### src/rtl/uart_rx_ex.sv
// uart_rx_ex: UART receiver with runtime divisor, parity, 1/2 stop bits, majority voting, break detect and FWFT receive FIFO
`timescale 1ns/1ps
module uart_rx_ex #(
  parameter int DW = 8,
  parameter int DIV_W = 16,
  parameter int FIFO_DEPTH = 4
)(
  input  logic             CLK,
  input  logic             RST,
  input  logic             RX,
  input  logic [DIV_W-1:0] div,
  input  logic [1:0]       parity_mode,
  input  logic             stop2,
  output logic [DW-1:0]    dot,
  output logic             perr,
  output logic             ferr,
  output logic             brk,
  output logic             valid,
  input  logic             ready,
  output logic             ovr,
  input  logic             clr_ovr,
  output logic             busy
);
  localparam int AW = $clog2(FIFO_DEPTH);
  localparam int FW = DW + 3;
  typedef enum logic [2:0] {S_IDLE, S_START, S_DATA, S_PARITY, S_STOP1, S_STOP2, S_WAIT} state_t;
  state_t r_state, w_state_nx;
  logic [1:0] r_sync;
  logic [2:0] r_vote;
  logic [DIV_W-1:0] r_div, r_cnt, w_div_eff;
  logic [3:0] r_bitcnt;
  logic [DW-1:0] r_data;
  logic r_par_en, r_odd, r_stop2, r_perr, r_ferr, r_pbit;
  logic w_rx, w_fall, w_tick, w_bit, w_push, w_brk, w_ferr_now;
  logic [FW-1:0] w_word;
  logic [FW-1:0] r_mem [FIFO_DEPTH];
  logic [FW-1:0] r_last;
  logic [AW:0] r_wp, r_rp, w_count;
  logic w_full, w_pop, w_wr;
  assign w_rx = r_sync[1];
  assign w_fall = r_vote[0] & ~w_rx;
  assign w_bit = (r_vote[0] & r_vote[1]) | (r_vote[1] & r_vote[2]) | (r_vote[0] & r_vote[2]);
  assign w_tick = r_cnt == '0 && r_state != S_IDLE && r_state != S_WAIT;
  assign w_div_eff = div < DIV_W'(4) ? DIV_W'(4) : div;
  assign w_brk = r_state == S_STOP1 && r_data == '0 && !(r_par_en && r_pbit) && !w_bit;
  assign w_ferr_now = r_ferr | ~w_bit;
  assign w_word = {w_brk, w_ferr_now, r_perr, r_data};
  assign busy = r_state != S_IDLE;
  always_comb begin
    w_state_nx = r_state;
    w_push = 1'b0;
    case (r_state)
      S_IDLE:   w_state_nx = w_fall ? S_START : S_IDLE;
      S_START:  w_state_nx = w_tick ? (w_bit ? S_IDLE : S_DATA) : S_START;
      S_DATA:   w_state_nx = w_tick && r_bitcnt == 4'(DW-1) ? (r_par_en ? S_PARITY : S_STOP1) : S_DATA;
      S_PARITY: w_state_nx = w_tick ? S_STOP1 : S_PARITY;
      S_STOP1: begin
        w_push = w_tick && !(r_stop2 && !w_brk);
        w_state_nx = !w_tick ? S_STOP1 : (r_stop2 && !w_brk) ? S_STOP2 : w_ferr_now ? S_WAIT : S_IDLE;
      end
      S_STOP2: begin
        w_push = w_tick;
        w_state_nx = !w_tick ? S_STOP2 : w_ferr_now ? S_WAIT : S_IDLE;
      end
      S_WAIT:   w_state_nx = w_rx ? S_IDLE : S_WAIT;
      default:  w_state_nx = S_IDLE;
    endcase
  end
  always_ff @(posedge CLK or posedge RST)
    if (RST) r_state <= S_IDLE;
    else r_state <= w_state_nx;
  always_ff @(posedge CLK or posedge RST)
    if (RST) begin
      r_sync <= '1;
      r_vote <= '1;
      r_div <= '0;
      r_cnt <= '0;
      r_bitcnt <= '0;
      r_data <= '0;
      r_par_en <= 1'b0;
      r_odd <= 1'b0;
      r_stop2 <= 1'b0;
      r_perr <= 1'b0;
      r_ferr <= 1'b0;
      r_pbit <= 1'b0;
    end else begin
      r_sync <= {r_sync[0], RX};
      r_vote <= {r_vote[1:0], r_sync[1]};
      if (r_state == S_IDLE && w_fall) begin
        r_div <= w_div_eff;
        r_cnt <= w_div_eff >> 1;
        r_bitcnt <= '0;
        r_perr <= 1'b0;
        r_ferr <= 1'b0;
        r_pbit <= 1'b0;
        r_par_en <= parity_mode == 2'd1 || parity_mode == 2'd2;
        r_odd <= parity_mode == 2'd2;
        r_stop2 <= stop2;
      end else if (w_tick) begin
        r_cnt <= r_div - 1'b1;
        if (r_state == S_DATA) begin
          r_data <= {w_bit, r_data[DW-1:1]};
          r_bitcnt <= r_bitcnt + 1'b1;
        end
        if (r_state == S_PARITY) begin
          r_pbit <= w_bit;
          r_perr <= ^r_data ^ w_bit ^ r_odd;
        end
        if (r_state == S_STOP1) r_ferr <= ~w_bit;
      end else if (r_cnt != '0) r_cnt <= r_cnt - 1'b1;
    end
  assign w_count = r_wp - r_rp;
  assign valid = r_wp != r_rp;
  assign w_full = w_count == (AW+1)'(FIFO_DEPTH);
  assign w_pop = valid & ready;
  assign w_wr = w_push & (~w_full | w_pop);
  assign {brk, ferr, perr, dot} = valid ? r_mem[r_rp[AW-1:0]] : r_last;
  always_ff @(posedge CLK)
    if (w_wr) r_mem[r_wp[AW-1:0]] <= w_word;
  always_ff @(posedge CLK or posedge RST)
    if (RST) begin
      r_wp <= '0;
      r_rp <= '0;
      r_last <= '0;
      ovr <= 1'b0;
    end else begin
      if (w_wr) r_wp <= r_wp + 1'b1;
      if (w_pop) begin
        r_rp <= r_rp + 1'b1;
        r_last <= r_mem[r_rp[AW-1:0]];
      end
      ovr <= (w_push & w_full & ~w_pop) ? 1'b1 : clr_ovr ? 1'b0 : ovr;
    end
endmodule

### config.mk
export PLATFORM = sky130hd
export DESIGN_NAME = uart_rx_ex
export DESIGN_NICKNAME = d
export VERILOG_FILES = /design/src/rtl/uart_rx_ex.sv
export SDC_FILE = /design/constraint.sdc
export NUM_CORES = 1
export LEC_CHECK = 0
export CAP_MARGIN = 30
export CORE_ASPECT_RATIO = 0.6
export CORE_MARGIN = 3
export CORE_UTILIZATION = 45
export DETAILED_ROUTE_END_ITERATION = 16
export PLACE_DENSITY = 0.71
export SYNTH_ARGS = -nofsm -noshare
export SYNTH_HDL_FRONTEND = slang
export SYNTH_SLANG_ARGS = --single-unit
export TNS_END_PERCENT = 20
### constraint.sdc
create_clock -name CLK -period 4.7 [get_ports CLK]
set_input_delay 0.94 -clock CLK [delete_from_list [all_inputs] [get_ports CLK]]
set_output_delay 0.94 -clock CLK [all_outputs]
set_load 0.005 [all_outputs]
## After elaboration in Yosys (flattened, before gate mapping)

Memories as Yosys holds them, arrays and structs flattened.
Index checks and enable logic that the tools add are counted.

- Bits of input ports: 24
- Register bits: 76
- Word-level logic and storage cells: 121
- Memories: 1
- Memory bits (writable): 44
- Output and inout bits: 14

Memory list:

| memory | depth | width | read ports | clocked after Yosys merged registers in | wr ports | line | text |
|---|---|---|---|---|---|---|---|
| r_mem | 4 | 11 | 1 | 0 | 1 | 36 | `logic [FW-1:0] r_mem [FIFO_DEPTH];` |

- $lt $le $gt $ge: 1
- Equality and inequality tests: 12
- Bitwise gates (word level): 19
- Reduce and logical (&&, ||, !) cells: 31
- Muxes and demuxes: 34
- $add $sub $neg: 6

Operator list:

| operator | count |
|---|---|
| 16-bit 2-to-1 mux | 4 |
| 16-bit by 1-bit subtractor with 16-bit output, second input constant | 2 |
| 3-bit 2-to-1 mux | 8 |
| 3-bit case mux with 7 select lines | 1 |
| 16-bit zero test | 1 |
| 16-bit by 3-bit less-than comparator with 1-bit output, second input constant | 1 |
| 16-bit nonzero test | 1 |
| 1-bit 2-to-1 mux | 14 |
| 3-bit equality test, second input constant | 4 |
| 4-bit 2-to-1 mux | 3 |
| 11-bit 2-to-1 mux | 1 |
| 1-bit logical AND | 10 |
| 2-bit nonzero test | 5 |
| 1-bit bitwise AND | 8 |
| 8-bit zero test | 1 |
| 8-bit parity | 1 |
| 3-bit by 1-bit adder with 3-bit output, second input constant | 2 |
| 3-bit by 2-bit equality test with 1-bit output, second input constant | 2 |
| 2-bit AND reduction | 3 |
| 3-bit nonzero test | 2 |
| 1-bit NOT | 5 |
| 4-bit by 1-bit adder with 4-bit output, second input constant | 1 |
| 4-bit by 3-bit equality test with 1-bit output, second input constant | 1 |
| 1-bit zero test | 4 |
| other kinds (13) | 18 |

## Depth between registers and ports, before layout

- Word-level depth: 13
- Mapped depth: 12
- Gate-level depth less buffers: 10

## Worst setup path after synthesis

No wires, ideal clock.

- Path type: register to output
- Start: register r_rp[1]
- End: output dot[2]
- Required time: 3.760 ns
- Slack: 1.793 ns
- Path buffers: 2
- Stages on the path, launching flop included: 7
- Arrival time: 1.967 ns
- Cell sequence: dfrtp_1 clkbuf_1 inv_1 ha_1 nand3_1 clkbuf_1 mux2_2

- Word-level cells in the longest chain between the ends: 2

RTL lines:

| what | line | text |
|---|---|---|
| from (decl) | 38 | `logic [AW:0] r_wp, r_rp, w_count;` |
| from (signal assigned) | 129 | `r_rp <= r_rp + 1'b1;` |
| 3-bit != test | 113 | `assign valid = r_wp != r_rp;` |
| via valid | 18 | `output logic valid,` |
| 11-bit 2-to-1 mux | 117 | `assign {brk, ferr, perr, dot} = valid ? r_mem[r_rp[AW-1:0]] : r_last;` |
| to (decl) | 14 | `output logic [DW-1:0] dot,` |

The timed path passes the listed nets, and every way through them passes these cells.

## Worst setup path in the final report

- Start: register r_rp[1]
- End: output dot[1]

- Word-level cells in the longest chain between the ends: 2

RTL lines:

| what | line |
|---|---|
| memory 4 x 11 bit / 3-bit != test (equally long branches) | -- |
| 11-bit 2-to-1 mux (*) | 117 |

Every way passes the cells marked *; elsewhere a longest branch is shown, timed or not.

==> impl_metrics.ini <==
[pwr]
power_density_nw_per_um2 = 479.3
power_frac_seq_pct = 40.6
ir_drop_uv = 264.1
switchingPower_uw = 877.6
intPower_uw = 2438
clkPwrFrac_pct = 38.0
power_uw = 3315
p_leak_uw = 0.002726
p_comb_share_pct = 21.4
netSwitchingFraction_pct = 26.47

[sta]
min_period_ns = 3.785
rsz0062_at_grt = no
finalSetupTns_ns = 0
post-route-period-util_pct = 80.53
tightest_slew_ns = 0.9513
worst_slack_ns = 0.9153
maxSlewHeadroom_pct = 36.44
max_freq_mhz = 264.2
setup_violations = 0
hold_violations = 0
drv_slew = 0
fin_skew_ns = 0.01453

[floorplan]
placementRows = 31
floorplan.die_area_um2 = 14250
die_width_um = 152.1
start_util_pct = 46.88
die_h_um = 93.67
core_um2 = 12300
io_pins = 38

[clock_tree]
insertion_delay_ns = 0.41
htree_levels = 4
cts_tree = yes
ctsHoldBuffers = 0
cts_resized = 0
post_cts_buffers = 0
cts_buffers = 17
clock_path_buffers = 2
cts_root_buf = clkbuf_16
path_clk_slew_ns = 0.05
clkSinkCount = 120

[synthesis]
ys_ff_latch = 120
ys_seq_area_share_pct = 56.02
syn_nets = 524
synth-edff-count = 44
synth_cell_types = 59
netlist_area_um2 = 5764
synthFlopType = dfrtp_1
ys.warnings.count = 0
syn_inst = 486
async_flop_share_pct = 63.33
synth.avg_cell_area_um2 = 11.86

[drt]
vias = 4025
drtPass1Iterations = 5
drt-total-wl_um = 13220
drt_drc_violations_left = 0
avgViaCountPerCell = 5.661
ant_nets = 0
drtIter0Drc = 410
wl_per_cell_um = 18.60

[global_route]
grt_pass1_vias = 3909
use_met2_pct = 24.82
antenna_found_initial = 0
globalRouteMet1Util_pct = 31.29
grt_pass1_wl_um = 21700
grt_busiest_layer = met1
grt_remaining_overflow = 0
gr-usage-met3_pct = 6.305
grt_usage_pct = 19.80
grt_max_degree = 43

[place]
routabilityCongestion = 0.9157
portBuffers = 37
pre_cts_ws_ns = 1.301
placed_cell_area_um2 = 6341
post-dp-hpwl_um = 9481

[finish]
layout_commonest_cell = nand2_1
syn_to_final_growth_pct = 20.01
layout-drive-gt1-share_pct = 18.32
antenna_cells = 0
finish.net_count = 571
utilization_pct = 56.26
fin_area_um2 = 6918
final_cell_mix = nand2_1 (75), dfrtp_1 (71), edfxtp_1 (44)

[critical_path]
slowest_stage = dfrtp_1
crit_buf_inv = 2
end_kind = output pin
cp_max_fo = 14
crit_family = flip-flops
criticalPathCategory = flop to output pin
critical_path_required_ns = 3.76
slowest_delay_ns = 0.69
critPathArrivalTime_ns = 2.84
start_kind = flop
cp_cell_sequence = inv_1 -> ha_1 -> nand3_1 -> mux2_2 -> clkdlybuf4s50_1

[flow_run]
drv_cap = 0

[worst_hold_path]
min_path_type = flop to flop

[run_status]
outcome = finished clean
-- power groups by stage --
| stage | clock [uW] | combinational [uW] | sequential, uW |
|---|---|---|---|
| 3_5_place_dp | 0 | 707 | 1360 |
| 4_1_cts | 1280 | 713 | 1340 |
| 6_report | 1260 | 709 | 1350 |
| 3_3_place_gp | 0 | 690 | 1350 |
| 2_1_floorplan | 0 | 479 | 1310 |
| 5_1_grt | 1330 | 776 | 1360 |
-- sequential cells by signal, summed over array words and instances (netlist names) --
signal and flops:
r_wp 3, r_pbit 1, ovr 1, r_div 16
r_stop2 1, r_state 3, r_cnt 16, r_rp 3
r_last 11, r_perr 1, r_data 8, r_par_en 1
r_odd 1, r_sync 2, r_vote 3, r_bitcnt 4
r_mem 44, r_ferr 1
-- cells by family (layout without fill, tap and decap cells) --
kind of cell / Yosys count / after routing / share of synthesized area, %
AOI/OAI and AO/OA: 84 / 84 / 9.703
xor gates and xnor gates: 23 / 23 / 3.495
buffers and inverters: 32 / 92 / 2.301
muxes: 36 / 36 / 9.138
DFF: 120 / 120 / 56.02
and+or+nand+nor: 176 / 176 / 16.13
adders and majority gates: 15 / 15 / 3.213
-- area by class of cell --
| type | instances | area (um2) |
|---|---|---|
| multi-input cells | 334 | 2419 |
| fillers | 981 | 5378 |
| inverters | 15 | 56.30 |
| flip-flops and latches | 120 | 3229 |
| repair buffers | 45 | 430.4 |
| clock buffers | 28 | 506.7 |
| well taps | 165 | 206.4 |
| clock inverters | 4 | 70.07 |
-- cells in the mapped netlist (2+ instances only) --
cell,number,area [um2]
o21ai_0,30,150.1
nor2b_1,2,12.51
edfxtp_1,44,1321
or2_2,4,25.02
nor3b_1,4,30.03
nand3_1,13,65.06
nor3_1,14,70.07
o21ai_1,4,20.02
a41oi_1,2,17.52
a21oi_1,20,100.1
clkbuf_1,10,37.54
nor2_1,18,67.56
a2111oi_2,4,60.06
mux2i_1,2,20.02
buf_4,2,15.01
nor4_1,6,37.54
nand2b_1,7,43.79
or3_1,9,56.30
inv_1,15,56.30
o31ai_1,3,22.52
ha_1,14,175.2
o31a_1,2,17.52
a21o_1,2,15.01
xor2_1,13,113.9
mux2_2,23,259.0
a211oi_1,5,37.54
dfrtp_1,71,1777
nand4_1,3,18.77
nor4_4,2,42.54
xnor2_1,10,87.58
mux4_2,11,247.7
nand2_1,75,281.5
and2_1,4,25.02
nor3_2,6,60.06
dfstp_2,5,131.4
buf_2,4,20.02
-- stage by stage --
| step | hold slack, ns | cells |
|---|---|---|
| floorplan | 0.3452 | 486 |
| global placement | 0.3479 | 678 |
| detailed placement | 0.3488 | 679 |
| CTS | 0.3565 | 711 |
| global route | 0.3628 | 711 |
| finish | 0.3551 | 711 |
-- routing by layer --
layer  vias to the layer above  part of all wire [%]
met4                         0                   1.1
met3                        16                   8.5
li1                       1867                     -
met2                       160                    39
met1                      1982                    51
met5                         -                     0
-- path summary, 6_finish.rpt --
kind	from	endpoint	slack, ns	cells past startpoint
hold / removal	r_sync[0]	r_sync[1]	0.36	0
setup reg to reg	r_cnt[10]	r_cnt[4]	1.33	11
hold reg to reg	r_sync[0]	r_sync[1]	0.36	0
max in group asynchronous	RST	r_vote[2]	2.75	3
min in group asynchronous	RST	r_cnt[13]	1.05	2
setup / recovery	r_rp[1]	dot[1]	0.92	5
No activity file was read; power rests on OpenSTA's default activity.
==> edit 1: new RTL, same flow settings <==
Set the parameter `DW` to 9 (it was 8).
--- a/src/rtl/uart_rx_ex.sv
+++ b/src/rtl/uart_rx_ex.sv
@@ -2,5 +2,5 @@
 `timescale 1ns/1ps
 module uart_rx_ex #(
-  parameter int DW = 8,
+  parameter int DW = 9,
   parameter int DIV_W = 16,
   parameter int FIFO_DEPTH = 4
Interface: changed (resized dot); port bits go from 38 to 39. No check against the original RTL was run, so the function may have changed too.
==> edit 1 against the unedited design <==
First-iteration DRC count is 2.0% higher; register-to-register slack got worse by 0.54 ns; fmax fell by 5.3%; non-clock buffer count rose by 1; sequential cell count increased by 6; sequential share of layout area increased by 0.091 points; setup slack worse by 0.21 ns; wire length rose by 9.7%; synthesized area is 5.3% higher; final area rose by 5.1%; utilization down 0.41 points.
Power is not compared: it rests on default switching activity, and its combinational part moved more than twofold at a synthesized area within 25%.
==> edit 1: results (changes against the unedited design) <==
* Result of the run: complete, no violations
* Cell count after placement: 715 (+5.3%)
- Number of distinct standard cells referenced by the synthesized netlist: 67 (+14%)
* Type of the most critical hold path: flip-flop to flip-flop
- Half-perimeter wire length after placement: 9830 um (+3.7%)
- By area the synthesized netlist is led by sky130_fd_sc_hd__dfrtp_1 30%, sky130_fd_sc_hd__edfxtp_1 24%, sky130_fd_sc_hd__mux2_2 5.0%.
- The root buffer cell chosen for the clock tree is sky130_fd_sc_hd__clkbuf_16.
- Slack of the worst reg-to-reg path: 0.79 ns (-0.54 ns)
* Min-Delay Path Depth: 0 (unchanged)
* Per-cell via count in the routed design: 5.93 (+4.7%)
- The count of antenna diodes in the layout was 0 (unchanged).
* Final RePlAce weighted congestion: 0.908 (-0.84%)
- The startpoint identified for the worst register-to-register timing path is r_state[1]$_DFF_PP0_.
- The number of hold violations in the final report came to 0 (unchanged).
- The analysis attributes to net switching a power of 870 uW.
- R2r endpoint: r_cnt[12]$_DFFE_PP0P_
* Nets: 605 (+6.0%)
- The fraction of final layout cells with drive strength greater than 1 is 18.3% (about the same).
* Async S/R FF share, synth: 61.9% (-1.4 points)
- Max Fanout on Critical Path: 15 (+1)
* Count of flip-flops with a built-in enable after synthesis: 48 (+9.1%)
- The maximum number of pins on one net before global-route repair was 51 (+19%).
- Via count of the first global-routing pass: 4325 (+11%)
* Layout filler cell count: 1065 (+8.6%)
- In this run the most critical hold path is launched from r_sync[0]$_DFF_PP1_.
* Synth Net Count: 558 (+6.5%)
* Gates resized, CTS repair: 0 (unchanged)
- Clock-pin slew was measured on the worst setup and hold paths at 0.06 ns.
- Post-Syn Instances: 519 (+6.8%)
* Worst-case clock skew: 0.00921 ns (-0.00532 ns)
- The average routed wire per standard cell was 19.4 um (+4.2%).
- Violation count after the first detailed-route iteration: 418 (+2.0%)
- Number of antenna violations at the first check in global routing: 0 (unchanged)
* Most frequent cells after synthesis: 75 x sky130_fd_sc_hd__nand2_1, 73 x sky130_fd_sc_hd__dfrtp_1, 48 x sky130_fd_sc_hd__edfxtp_1
- # H-tree levels: 4 (unchanged)
- The sequential element share of the synthesized area was 56.0% (about the same).
- Total global-route track usage: 20.8% (+1.0 points)
- The count of non-filler cells in the finished layout is 749 (+5.3%).
* IO buf count: 38 (+2.7%)
* Worst reg-to-reg path cell count: 12 (+1)
* Endpoint arrival time on the critical path: 3.06 ns (+0.22 ns)
* Cell leakage power: 2.87 nW
* Flip-flop count of the largest register after layout: 48 (+9.1%)
- Buffer depth of the longest clock path: 2 (unchanged)
- Setup WS pre-CTS: 0.890 ns (-0.410 ns)
* Length of the first detailed-routing pass in iterations: 5 (unchanged)
- Wire length of the first global-routing pass: 23600 um (+8.8%)
* Clock Latency Late Sink: 0.42 ns
- The clock buffer count from CTS came to 17 (unchanged).
- The headroom to the max-slew limit came to 43.2% (+6.8 points).
* Post-CTS Setup Bufs: 0 (unchanged)
edit 1: worst max-delay path by stage:
stage,from,to,slack [ns],cells after the start
after floorplan,r_state[1]$_DFF_PP0_,r_cnt[12]$_DFFE_PP0P_,1.47,12
after global placement,r_state[1]$_DFF_PP0_,r_cnt[12]$_DFFE_PP0P_,1.0,11
after detailed placement,r_state[1]$_DFF_PP0_,r_cnt[12]$_DFFE_PP0P_,0.89,11
after CTS,r_rp[1]$_DFFE_PP0P_,dot[7],0.68,5
after global routing,r_rp[1]$_DFFE_PP0P_,dot[7],0.55,5
final,r_rp[1]$_DFFE_PP0P_,dot[7],0.70,5
edit 1: area by class of cell:
class | count | area, um^2 | share of cell area [%]
Clock buffer | 17 | 425 | 5.85
Inverter | 18 | 68.8 | 0.947
Clock inverter | 15 | 163 | 2.24
Tap cell | 170 | 213 | 2.93
Sequential cell | 126 | 3400 | 46.8
Timing Repair Buffer | 46 | 460 | 6.34
Multi-Input combinational cell | 357 | 2540 | 34.9
edit 1: power groups by stage:
stage	Clock [mW]	Combinational [mW]	Sequential (mW)
finish	1.33	0.340	1.33
global placement	0	0.318	1.34
detailed placement	0	0.328	1.34
global route	1.40	0.379	1.34
CTS	1.35	0.331	1.32
floorplan	0	0.245	1.31
edit 1: worst max-delay path: stages (launching register included):
cell and delay (ns):
sky130_fd_sc_hd__dfrtp_1 0.79, sky130_fd_sc_hd__inv_1 0.11, sky130_fd_sc_hd__ha_1 0.33, sky130_fd_sc_hd__nand3_1 0.47, sky130_fd_sc_hd__mux2_2 0.48, sky130_fd_sc_hd__clkdlybuf4s50_1 0.45
edit 1: cells by family (layout without fill, tap and decap cells):
kind of cell / after synthesis / count (layout) / share of synthesized area (%)
flops: 126 / 126 / 56.0
compound gates: 91 / 91 / 9.17
simple gates: 193 / 193 / 17.1
buf+inv: 36 / 96 / 2.25
xor+xnor: 18 / 18 / 2.72
mux: 39 / 39 / 9.46
fa+ha+maj: 16 / 16 / 3.28
edit 1: per-stage QoR:
step	util, %	hold slack [ns]	area [um^2]
2_1_floorplan	-	0.345	6070
3_3_place_gp	51.0	0.346	6640
3_5_place_dp	51.1	0.347	6650
4_1_cts	55.6	0.356	7230
5_1_grt	55.9	0.363	7270
6_report	55.9	0.356	7270
edit 1: routing by layer:
metal	share of wire, %	up-vias	global-route usage [%]
li1	-	2024	-
met1	49	2186	31.1
met2	40	204	27.6
met3	9.2	25	7.59
met4	1.6	0	6.91
met5	0	-	0
==> edit 2: new RTL, config.mk and constraints unchanged <==
Made on the original files. The 7 states of `state_t` get a one-hot encoding in 7 bits.
--- a/src/rtl/uart_rx_ex.sv
+++ b/src/rtl/uart_rx_ex.sv
@@ -24,5 +24,5 @@
   localparam int AW = $clog2(FIFO_DEPTH);
   localparam int FW = DW + 3;
-  typedef enum logic [2:0] {S_IDLE, S_START, S_DATA, S_PARITY, S_STOP1, S_STOP2, S_WAIT} state_t;
+  typedef enum logic [6:0] {S_IDLE = 7'b0000001, S_START = 7'b0000010, S_DATA = 7'b0000100, S_PARITY = 7'b0001000, S_STOP1 = 7'b0010000, S_STOP2 = 7'b0100000, S_WAIT = 7'b1000000} state_t;
   state_t r_state, w_state_nx;
   logic [1:0] r_sync;
Behaviour: same outputs for any inputs over 10 cycles, from zero or initial values and one cycle with RST high; not proved beyond that.
==> edit 2 against the unedited design <==
Sequential cell count rose by 4; global-route usage fell by 0.26 points; power rose by 12%; via count up 3.5%; wire length rose by 4.5%; synthesized area rose by 3.9%; die area increased by 3.7%; critical endpoint is now dot[6]; first-iteration DRC count is 21% lower; sequential share of layout area up 0.086 points; critical path depth is the same; non-clock buffer count fell by 2; final area grew 2.9%; setup slack worse by 0.15 ns; sequential power up 13%.
==> edit 2: results (changes against the unedited design) <==
* Synth Net Count: 548 (+4.6%)
- Beginning of the critical path: r_rp[1]$_DFFE_PP0P_
- The final hold slack is 0.357 ns (+0.00201 ns).
- Cell leakage power: 2.96 nW (+8.8%)
* Length of the first detailed-routing pass in iterations: 4 (-1)
- The count of instances resized after the clock tree is built is 0 (unchanged).
- Max Fanout on Critical Path: 14 (unchanged)
- The die span in x came to 155 um (+1.8%).
- Worst r2r src: r_state[0]$_DFF_PP1_
- Sequential element share of the synthesized area: 55.6% (-0.39 points)
* Total global-route track usage: 19.5% (-0.26 points)
* Most area-consuming cells after synthesis: sky130_fd_sc_hd__dfrtp_1 31%, sky130_fd_sc_hd__edfxtp_1 22%, sky130_fd_sc_hd__nand2_1 5.3%
- In the synthesized netlist the dominant register cell turns out to be sky130_fd_sc_hd__dfrtp_1.
* Final RePlAce weighted congestion: 0.897 (-2.1%)
- The number of global-route vias before repair was 4112 (+5.2%).
* Instance area at placement: 0.00654 mm^2 (+3.1%)
- Sorting the synthesized cells by how often they occur yields 84 x sky130_fd_sc_hd__nand2_1, 74 x sky130_fd_sc_hd__dfrtp_1, 44 x sky130_fd_sc_hd__edfxtp_1.
- Number of distinct standard cells referenced by the synthesized netlist: 64 (+8.5%)
- The maximum number of pins on one net before global-route repair was 32 (-26%).
- Nets: 595 (+4.2%)
* Internal power of the cells: 2.49 mW (+2.0%)
* R2r endpoint: r_cnt[12]$_DFFE_PP0P_
- Half-perimeter wire length after placement: 9460 um (-0.19%)
* Post-Syn Instances: 510 (+4.9%)
- The cell count after placement came to 703 (+3.5%).
- The clock buffer count from CTS came to 17 (unchanged).
- The routed via count divided by cell count was 5.67 (+0.12%).
- In this run the worst setup path terminates at dot[6].
- Wire length of the first global-routing pass: 22200 um (+2.3%)
- Largest incremental delay on the critical path: 0.74 ns (+0.05 ns)
* Worst-case clock skew: 0.00820 ns (-0.00633 ns)
- The count of antenna diodes in the layout is 0 (unchanged).
- Flip-flop count of the largest register after layout: 44 (unchanged)
* Post-DR wirelength/cell: 18.8 um (+1.1%)
* Clock Latency Late Sink: 0.41 ns (about the same)
* Count of flip-flops with a built-in enable after synthesis: 44 (unchanged)
- Register clock-pin slew on the reported worst setup and hold paths: 0.06 ns
- The transition at the pin with the smallest max-transition slack came to 0.893 ns (-0.0585 ns).
- The fraction of final layout cells with drive strength greater than 1 is 17.4% (-0.95 points).
- The flow ran to the end, and the final reports show no timing, DRC or antenna violations.
- Slack of the worst reg-to-reg path: 0.92 ns (-0.41 ns)
- For this design, the slowest cell found on the critical path is sky130_fd_sc_hd__dfrtp_1.
- Portion of synthesized cell area occupied by the leading cell type: 30.9% (+0.11 points)
- The total wire length came to 13800 um (+4.5%).
- Violation count after the first detailed-route iteration: 323 (-21%)
- Worst VDD drop: 217 uV (-18%)
- Async S/R FF share, synth: 64.5% (+1.2 points)
-- edit 2: cell count changes after synthesis, moves of 4 or more --
cell,change
sky130_fd_sc_hd__a2111oi_2,-4
sky130_fd_sc_hd__a31oi_1,+6
sky130_fd_sc_hd__clkbuf_1,-4
sky130_fd_sc_hd__nand2_1,+9
sky130_fd_sc_hd__nand4_1,+4
sky130_fd_sc_hd__nor2_1,+11
sky130_fd_sc_hd__nor3_1,-4
sky130_fd_sc_hd__or3_1,-4
sky130_fd_sc_hd__xnor2_1,+7
sky130_fd_sc_hd__xor2_1,-5
-- edit 2: power groups by stage --
stage                     Sequential [mW]  Combinational (mW)  Clock, mW
after detailed placement             1.54               0.866          0
final                                1.53               0.880       1.30
after global placement               1.53               0.848          0
after floorplan                      1.46               0.681          0
after CTS                            1.52               0.877       1.31
after global routing                 1.56               0.982       1.36
-- edit 2: layer usage --
| layer | global-route usage (%) | wire length, um |
|---|---|---|
| met5 | 0 | 0 |
| met4 | 4.92 | 107 |
| met3 | 5.31 | 850 |
| met2 | 27.6 | 5840 |
| met1 | 29.8 | 7030 |
-- edit 2: cells by family after synthesis --
kind of cell | synth area share [%]
mux | 8.63
compound gates | 8.65
xor+xnor | 3.93
simple gates | 17.6
fa+ha+maj | 3.11
buf+inv | 2.47
flops | 55.6
-- edit 2: layout make-up --
cell class                 instances  area, um^2
inverter                          16        61.3
multi-input combinational        355        2510
sequential                       124        3330
clock inverter                    14         158
tap                              165         206
fill                            1018        5410
clock buffer                      18         429
timing repair buffer              43         428
-- edit 2: through the flow --
step	util, %	setup slack [ns]
2_1_floorplan	-	1.46
3_3_place_gp	52.0	1.10
3_5_place_dp	52.2	1.04
4_1_cts	56.8	0.751
5_1_grt	56.8	0.570
6_report	56.8	0.762
